[src/rtl/ntsc_phase_detect.sv]
// Colour-carrier phase detector: measures colour lag behind burst (0..31 clocks) and tracks lock.
// Latency 2 clocks from input edge to phase/phaseStrobe; free-running, no backpressure.
module ntsc_phase_detect #(
    parameter int LOCK_COUNT = 4,
    parameter int TIMEOUT    = 63
) (
    input  logic       clk,
    input  logic       reset,
    input  logic       burstIn,
    input  logic       colorIn,
    output logic [4:0] phase,
    output logic       phaseStrobe,
    output logic       locked
);

    localparam logic [2:0] LC = LOCK_COUNT[2:0];
    localparam logic [7:0] TO = TIMEOUT[7:0];

    logic       r_b_s1, r_b_s2, r_c_s1, r_c_s2;
    logic [4:0] r_ts, r_bts, r_phase;
    logic       r_burst_seen, r_strobe, r_locked;
    logic [2:0] r_mc;
    logic [7:0] r_wd;

    logic       w_b_edge, w_c_edge, w_accept, w_timeout;
    logic [4:0] w_delta;
    logic [7:0] w_wd_inc;
    logic [2:0] w_mc_nxt;

    assign w_b_edge  = r_b_s1 & ~r_b_s2;
    assign w_c_edge  = r_c_s1 & ~r_c_s2;
    assign w_accept  = w_c_edge & (r_burst_seen | w_b_edge);
    // A same-cycle burst edge means the lag is zero, not a wrap of the stored timestamp.
    assign w_delta   = r_ts - (w_b_edge ? r_ts : r_bts);
    assign w_wd_inc  = (r_wd == 8'hFF) ? r_wd : r_wd + 8'd1;
    assign w_timeout = ~w_accept & (w_wd_inc == TO);

    always_comb begin
        w_mc_nxt = r_mc;
        if (w_accept) begin
            if ((r_mc == 3'd0) || (w_delta != r_phase)) begin
                w_mc_nxt = 3'd1;
            end else if (r_mc < LC) begin
                w_mc_nxt = r_mc + 3'd1;
            end
        end else if (w_timeout) begin
            w_mc_nxt = 3'd0;
        end
    end

    always_ff @(posedge clk) begin
        if (reset) begin
            r_b_s1       <= 1'b0;
            r_b_s2       <= 1'b0;
            r_c_s1       <= 1'b0;
            r_c_s2       <= 1'b0;
            r_ts         <= 5'd0;
            r_bts        <= 5'd0;
            r_burst_seen <= 1'b0;
            r_phase      <= 5'd0;
            r_strobe     <= 1'b0;
            r_locked     <= 1'b0;
            r_mc         <= 3'd0;
            r_wd         <= 8'd0;
        end else begin
            r_b_s1   <= burstIn;
            r_b_s2   <= r_b_s1;
            r_c_s1   <= colorIn;
            r_c_s2   <= r_c_s1;
            r_ts     <= r_ts + 5'd1;
            r_strobe <= w_accept;
            r_mc     <= w_mc_nxt;
            r_locked <= (w_mc_nxt == LC);

            // A fresh burst edge outranks the watchdog discarding the old one.
            if (w_b_edge) begin
                r_bts        <= r_ts;
                r_burst_seen <= 1'b1;
            end else if (w_timeout) begin
                r_burst_seen <= 1'b0;
            end

            if (w_accept) begin
                r_phase <= w_delta;
            end

            if (w_accept || w_timeout) begin
                r_wd <= 8'd0;
            end else begin
                r_wd <= w_wd_inc;
            end
        end
    end

    assign phase       = r_phase;
    assign phaseStrobe = r_strobe;
    assign locked      = r_locked;

endmodule

[config.mk]
export PLATFORM = sky130hd
export DESIGN_NAME = ntsc_phase_detect
export DESIGN_NICKNAME = d
export VERILOG_FILES = /design/src/rtl/ntsc_phase_detect.sv
export SDC_FILE = /design/constraint.sdc
export NUM_CORES = 1
export LEC_CHECK = 0
export ABC_AREA = 1
export CELL_PAD_IN_SITES_DETAIL_PLACEMENT = 2
export CELL_PAD_IN_SITES_GLOBAL_PLACEMENT = 2
export CORE_MARGIN = 2
export CORE_UTILIZATION = 36
export CTS_CLUSTER_SIZE = 25
export DETAILED_ROUTE_END_ITERATION = 16
export GPL_TIMING_DRIVEN = 0
export HOLD_SLACK_MARGIN = 0.02
export PLACE_DENSITY_LB_ADDON = 0.3
export SLEW_MARGIN = 20
export SYNTH_ARGS = -nofsm -noshare
export SYNTH_HDL_FRONTEND = slang
export SYNTH_SLANG_ARGS = --single-unit
export TNS_END_PERCENT = 20
[constraint.sdc]
create_clock -name clk -period 6.9 [get_ports clk]
set_clock_uncertainty 0.15 [all_clocks]
set_input_delay 1.38 -clock clk [delete_from_list [all_inputs] [get_ports clk]]
set_output_delay 1.38 -clock clk [all_outputs]
set_load 0.05 [all_outputs]
==> results.yml, run 1 <==
clock_tree:
  cts_root_buf: "clkbuf_8"
  hold_buffers: 0
  post_cts_buffers: 0
  cts_tree: "done"
  numCtsBuffers: 5
  clk_latency_ns: 0.28
  cts_resized: 0
  cts.sinks: 33
  clkTransAtPathRegs_ns: 0.07
  cts_max_path_buffers: 2
  cts_max_level: 2
grt:
  grt_use_total: 0.1836
  grt_pass1_wl_um: 7396
  antenna_found_initial: 0
  grt-ovfl-total: 0
  grt_pass1_vias: 1547
  grt_max_degree: 11
sta:
  tns_ns: 0
  final-hold-violation-count: 0
  worst_pin_slew_ns: 0.4921
  rsz0062_at_grt: "false"
  post-route-period-util: 0.4399
  finalWorstSetupSlack_ns: 3.865
  fmax_mhz: 329.5
  min_period_ns: 3.035
  setup_viol: 0
  slew-limit-headroom: 0.6709
  final_max_slew_viol_count: 0
critical_path:
  crit_path_cell_trace: "clkdlybuf4s50_1"
  cp-start-kind: "flip-flop"
  crit_buf_inv: 1
  crit_slowest_cell: "clkdlybuf4s50_1"
  crit_family: "buffers and inverters"
  required_ns: 5.37
  arrival_ns: 1.51
  cp-end-kind: "primary output"
  slowest_delay_ns: 0.83
  timing_worst_setup_path_type: "flip-flop to primary output"
  crit_fanout: 4
place:
  port_buffers: 9
  dp_slack_ns: 4.154
  gp_congestion: 0.7954
  dp_hpwl_um: 3318
  placed_area_mm2: 0.001867
finish:
  final_util: 0.4164
  post_route_cells_drive_above_1_share: 0.1205
  fin_area_mm2: 0.001941
  layout_commonest_cell: "nand2_1"
  antenna_cells: 0
  fin_nets: 261
  syn_to_final_growth_pct: 13.54
  final_cell_mix: "44 x nand2_1, 35 x inv_1, 33 x dfxtp_1"
synthesis:
  yosysTopAreaCellShare: 0.3865
  netlist_area_mm2: 0.001709
  synthesis.instances: 234
  synth.area.top_cells: "dfxtp_1 39%, nand2_1 9.7%, inv_1 7.7%"
  synth_seq_area_share: 0.3865
  yosysTopAreaCell: "dfxtp_1"
  ys_warn_count: 0
  ys_types: 31
  ys_ff_latch: 33
  syn_area_per_cell_um2: 7.304
  syn_nets: 245
detailed_routing:
  routed-via-count: 1551
  drc: 0
  drt_first_pass_iters: 3
  ant_nets: 0
  first_iter_violations: 31
  detail_route.vias_per_cell: 5.119
  wl_per_cell_um: 14.23
  drt-total-wl_um: 4311
power_and_ir_drop:
  powerDensity_mw_per_mm2: 213.1
  ir_drop_mv: 0.1091
  leakagePower_nw: 0.8641
die:
  fp-row-count: 25
  die_width_um: 72.90
  fp.dieH_um: 72.90
  core-area_mm2: 0.004661
  io_pins: 11
  initial_core_util: 0.3667
  dieArea_mm2: 0.005314
job:
  cap_violations: 0
status:
  outcome: "completed"
min_path:
  holdCritPathClass: "flip-flop to flip-flop"
## kinds of logic after synthesis
group                      synth area share
AOI/OAI and AO/OA                    0.1149
xor gates and xnor gates            0.03075
adders and majority gates           0.05124
buffers and inverters                0.1010
DFF                                  0.3865
muxes                              0.005857
and+or+nand+nor                      0.3097
## power by group
group | switching, mW | internal [mW] | total, mW
clock | 0.0707 | 0.0664 | 0.137
combinational | 0.0472 | 0.0240 | 0.0712
sequential | 0.00681 | 0.198 | 0.205
## synth_stat cells
library cell / number
nand3b_1: 1
nor3_4: 2
o21ai_0: 11
nand3_2: 2
nor2_2: 7
o21bai_1: 1
inv_1: 35
a31oi_1: 1
nor3_2: 1
dfxtp_1: 33
a211oi_1: 2
nor2_1: 23
nand4_1: 1
a21oi_1: 13
xor2_1: 3
nand3_1: 20
o21a_1: 2
mux2i_1: 1
nor3_1: 3
buf_6: 1
nand2_2: 4
o211ai_1: 1
a21boi_1: 1
a31oi_2: 1
ha_1: 7
xnor2_1: 3
nand3_4: 1
o21ai_1: 1
inv_2: 5
clkbuf_1: 3
nand2_1: 44
## stage by stage
stage	power (mW)	hold slack, ns	cells
CTS	0.4190	0.2997	303
global placement	0.2763	0.2765	297
global route	0.4371	0.3386	303
floorplan	0.2602	0.2650	234
finish	0.4135	0.2922	303
detailed placement	0.2805	0.2875	297
## registers in the layout (all words and copies together), names as in the netlist
name	count
r_burst_seen	1
r_b_s1	1
r_bts	5
r_b_s2	1
locked	1
r_ts	5
r_wd	8
r_mc	3
phaseStrobe	1
r_c_s2	1
r_c_s1	1
phase	5
## worst paths after layout
check,from,cells past startpoint,end,slack [ns]
max,phase[3],1,phase[3],3.86
min,r_b_s1,2,r_b_s2,0.29
min reg2reg,r_b_s1,2,r_b_s2,0.29
max reg2reg,r_b_s1,19,locked,4.15
## area by class of cell
type / count / area, um^2
multi-input cells: 157 / 875.8
clock buffers: 5 / 68.82
inverters: 40 / 150.1
plain buffers: 4 / 22.52
fillers: 566 / 2720
well taps: 54 / 67.56
clock inverters: 1 / 5.005
flip-flops and latches: 33 / 660.6
repair buffers: 9 / 90.09
## metal layers
metal	track usage	routed length, um	vias to the layer above
li1	-	-	777
met3	0.04144	86	5
met2	0.3152	2148	15
met5	0	0	-
met1	0.2287	2032	754
met4	0.05556	44	0
(Power assumes the default switching activity.)
==> inputs of run 2 (changes only) <==
--- a/config.mk
+++ b/config.mk
@@ -9,7 +9,7 @@
 export CELL_PAD_IN_SITES_DETAIL_PLACEMENT = 2
 export CELL_PAD_IN_SITES_GLOBAL_PLACEMENT = 2
 export CORE_MARGIN = 2
-export CORE_UTILIZATION = 36
+export CORE_UTILIZATION = 30
 export CTS_CLUSTER_SIZE = 25
 export DETAILED_ROUTE_END_ITERATION = 16
 export GPL_TIMING_DRIVEN = 0
==> constraint.sdc (replaced) <==
create_clock -name clk -period 2.65 [get_ports clk]
set_clock_uncertainty 0.15 [all_clocks]
set_input_delay 0.53 -clock clk [delete_from_list [all_inputs] [get_ports clk]]
set_output_delay 0.53 -clock clk [all_outputs]
set_load 0.05 [all_outputs]
==> run 2 against run 1 <==
  * Cell count is 8.6% higher
  * Via count increased by 0.19%
  * Count of clock-buffer cells in the layout rose by 2
  * Routed wire length is 0.97% higher
  * Combinational power grew to 2.9 times the previous value
  * Global-route usage down 3.2 points
  * Critical endpoint is now locked
  * Largest cell class unchanged
  * Highest routed layer unchanged
==> results.yml, run 2 (synthesized netlist as in run 1, its figures left out) <==
status:
  outcome: "completed"
finish:
  final_cell_mix: "38 x nand2_1, 31 x inv_1, 31 x dfxtp_1"
  final_util: 0.3815
  register_area_um2: 663.1
  fin_nets: 267
  fillers: 647
  fin_area_mm2: 0.002101
  stdcell_count: 329
  syn_to_final_growth_pct: 22.91
  layout_commonest_cell: "nand2_1"
  regMostFlops: "r_wd"
  multiInputGateArea_um2: 942.2
  largest_register_ffs: 8
  post_route_cells_drive_above_1_share: 0.2179
  antenna_cells: 0
die:
  initial_core_util: 0.3104
  io_pins: 11
  dieArea_mm2: 0.006317
  fp.dieH_um: 79.48
  die_width_um: 79.48
  fp-row-count: 27
  core-area_mm2: 0.005507
place:
  dp_hpwl_um: 3238
  gp_congestion: 0.8054
  placed_area_mm2: 0.001889
  port_buffers: 9
  dpl.cell_count: 315
grt:
  antenna_found_initial: 0
  grt-ovfl-total: 0
  grt_pass1_vias: 1580
  grt_max_degree: 11
  grt_use_total: 0.1512
  grt_pass1_wl_um: 7431
clock_tree:
  numCtsBuffers: 5
  clk_latency_ns: 0.28
  hold_buffers: 0
  cts_max_path_buffers: 2
  cts_max_level: 2
  clkTransAtPathRegs_ns: 0.07
  cts_tree: "done"
  cts.sinks: 33
  cts_root_buf: "clkbuf_8"
detailed_routing:
  first_iter_violations: 38
  wl_per_cell_um: 13.23
  drt-total-wl_um: 4353
  ant_nets: 0
  detail_route.vias_per_cell: 4.723
  drt_first_pass_iters: 4
  drc: 0
  routed-via-count: 1554
critical_path:
  cp-end-kind: "flip-flop"
  required_ns: 2.69
  crit-reg2reg-launch: "r_ts[0]"
  rrSetupSlack_ns: 0.21
  cp-start-kind: "flip-flop"
  r2r_cells: 18
  rr_endpoint: "locked"
  arrival_ns: 2.48
  timing_worst_setup_path_type: "flip-flop to flip-flop"
  crit_fanout: 4
sta:
  final-hold-violation-count: 0
  post-route-period-util: 0.9223
  min_period_ns: 2.444
  hold_ws_ns: 0.3008
  fmax_mhz: 409.2
  setup_viol: 0
  worst_pin_slew_ns: 0.5621
  slew-limit-headroom: 0.6253
  final_max_slew_viol_count: 0
min_path:
  holdCritPathClass: "flip-flop to flip-flop"
  hp-start: "r_b_s1"
  holdPathEnd: "r_b_s2"
  min_delay_path_depth: 2
job:
  cap_violations: 0
power_and_ir_drop:
  leakagePower_nw: 0.9099
  ir_drop_mv: 0.1735
  powerDensity_mw_per_mm2: 556.6
run 2: cell count changes in the layout (fill, tap and decap cells not counted), moves of 3 or more:
cell / before / now
inv_1: 35 / 31
inv_2: 5 / 9
nand2_2: 4 / 9
nand3_2: 2 / 5
o21ai_0: 11 / 8
nand3_1: 20 / 17
nand2_1: 44 / 38
buf_4: 0 / 7
run 2: worst max path at each step:
stage,endpoint,startpoint,cells after the start,slack [ns]
3_5_place_dp,locked,r_b_s1,19,-0.11
5_1_grt,r_mc[1],r_b_s2,19,-0.01
4_1_cts,locked,r_b_s1,18,0.005
2_1_floorplan,locked,r_b_s1,19,0.31
3_3_place_gp,locked,r_b_s1,19,-0.05
6_report,locked,r_ts[0],18,0.21
run 2: per-stage QoR:
stage	TNS, ns	power [mW]	setup slack, ns
2_1_floorplan	0	0.6774	0.3114
3_3_place_gp	-0.07774	0.7211	-0.05206
3_5_place_dp	-0.2311	0.7272	-0.1058
4_1_cts	0	1.165	0.005304
5_1_grt	-0.02680	1.234	-0.01494
6_report	0	1.169	0.2060
run 2: worst max-delay path, stage by stage, from the launching register on:
cell	delay [ns]
dfxtp_1	0.37
inv_1	0.11
o21ai_4	0.15
ha_2	0.20
inv_2	0.05
ha_4	0.25
inv_2	0.04
nand2_1	0.05
o21ai_1	0.06
nor3_1	0.21
nand2_1	0.08
nor2_1	0.10
nand2_1	0.09
nor2_4	0.15
nand3_2	0.07
nand2_1	0.08
inv_2	0.04
nand2_2	0.06
nor2_2	0.04
run 2: area by class of cell:
| class | instances | share of cell area |
|---|---|---|
| multi-input combinational | 157 | 0.4485 |
| sequential | 33 | 0.3157 |
| inverter | 40 | 0.07147 |
| timing repair buffer | 16 | 0.06790 |
| clock buffer | 7 | 0.04586 |
| tap | 72 | 0.04288 |
| buffer | 3 | 0.005360 |
| clock inverter | 1 | 0.002382 |
run 2: what timing repair did:
action,CTS,global route
pin swaps,2,16
buffers inserted,2,5
endpoints found under the setup margin,3,4
resized for setup,3,21
run 2: per-layer routing:
| layer | share of wire | vias to the layer above | track usage |
|---|---|---|---|
| li1 | - | 791 | - |
| met1 | 0.47 | 746 | 0.1845 |
| met2 | 0.49 | 12 | 0.2630 |
| met3 | 0.021 | 5 | 0.02715 |
| met4 | 0.014 | 0 | 0.05690 |
| met5 | 0 | - | 0 |
run 2: power by group:
group	switching [mW]	leakage (nW)	internal (mW)	total, mW
clock network	0.193	0.0542	0.235	0.428
registers	0.0187	0.270	0.517	0.535
logic	0.130	0.586	0.0766	0.206
total	0.341	0.910	0.828	1.17
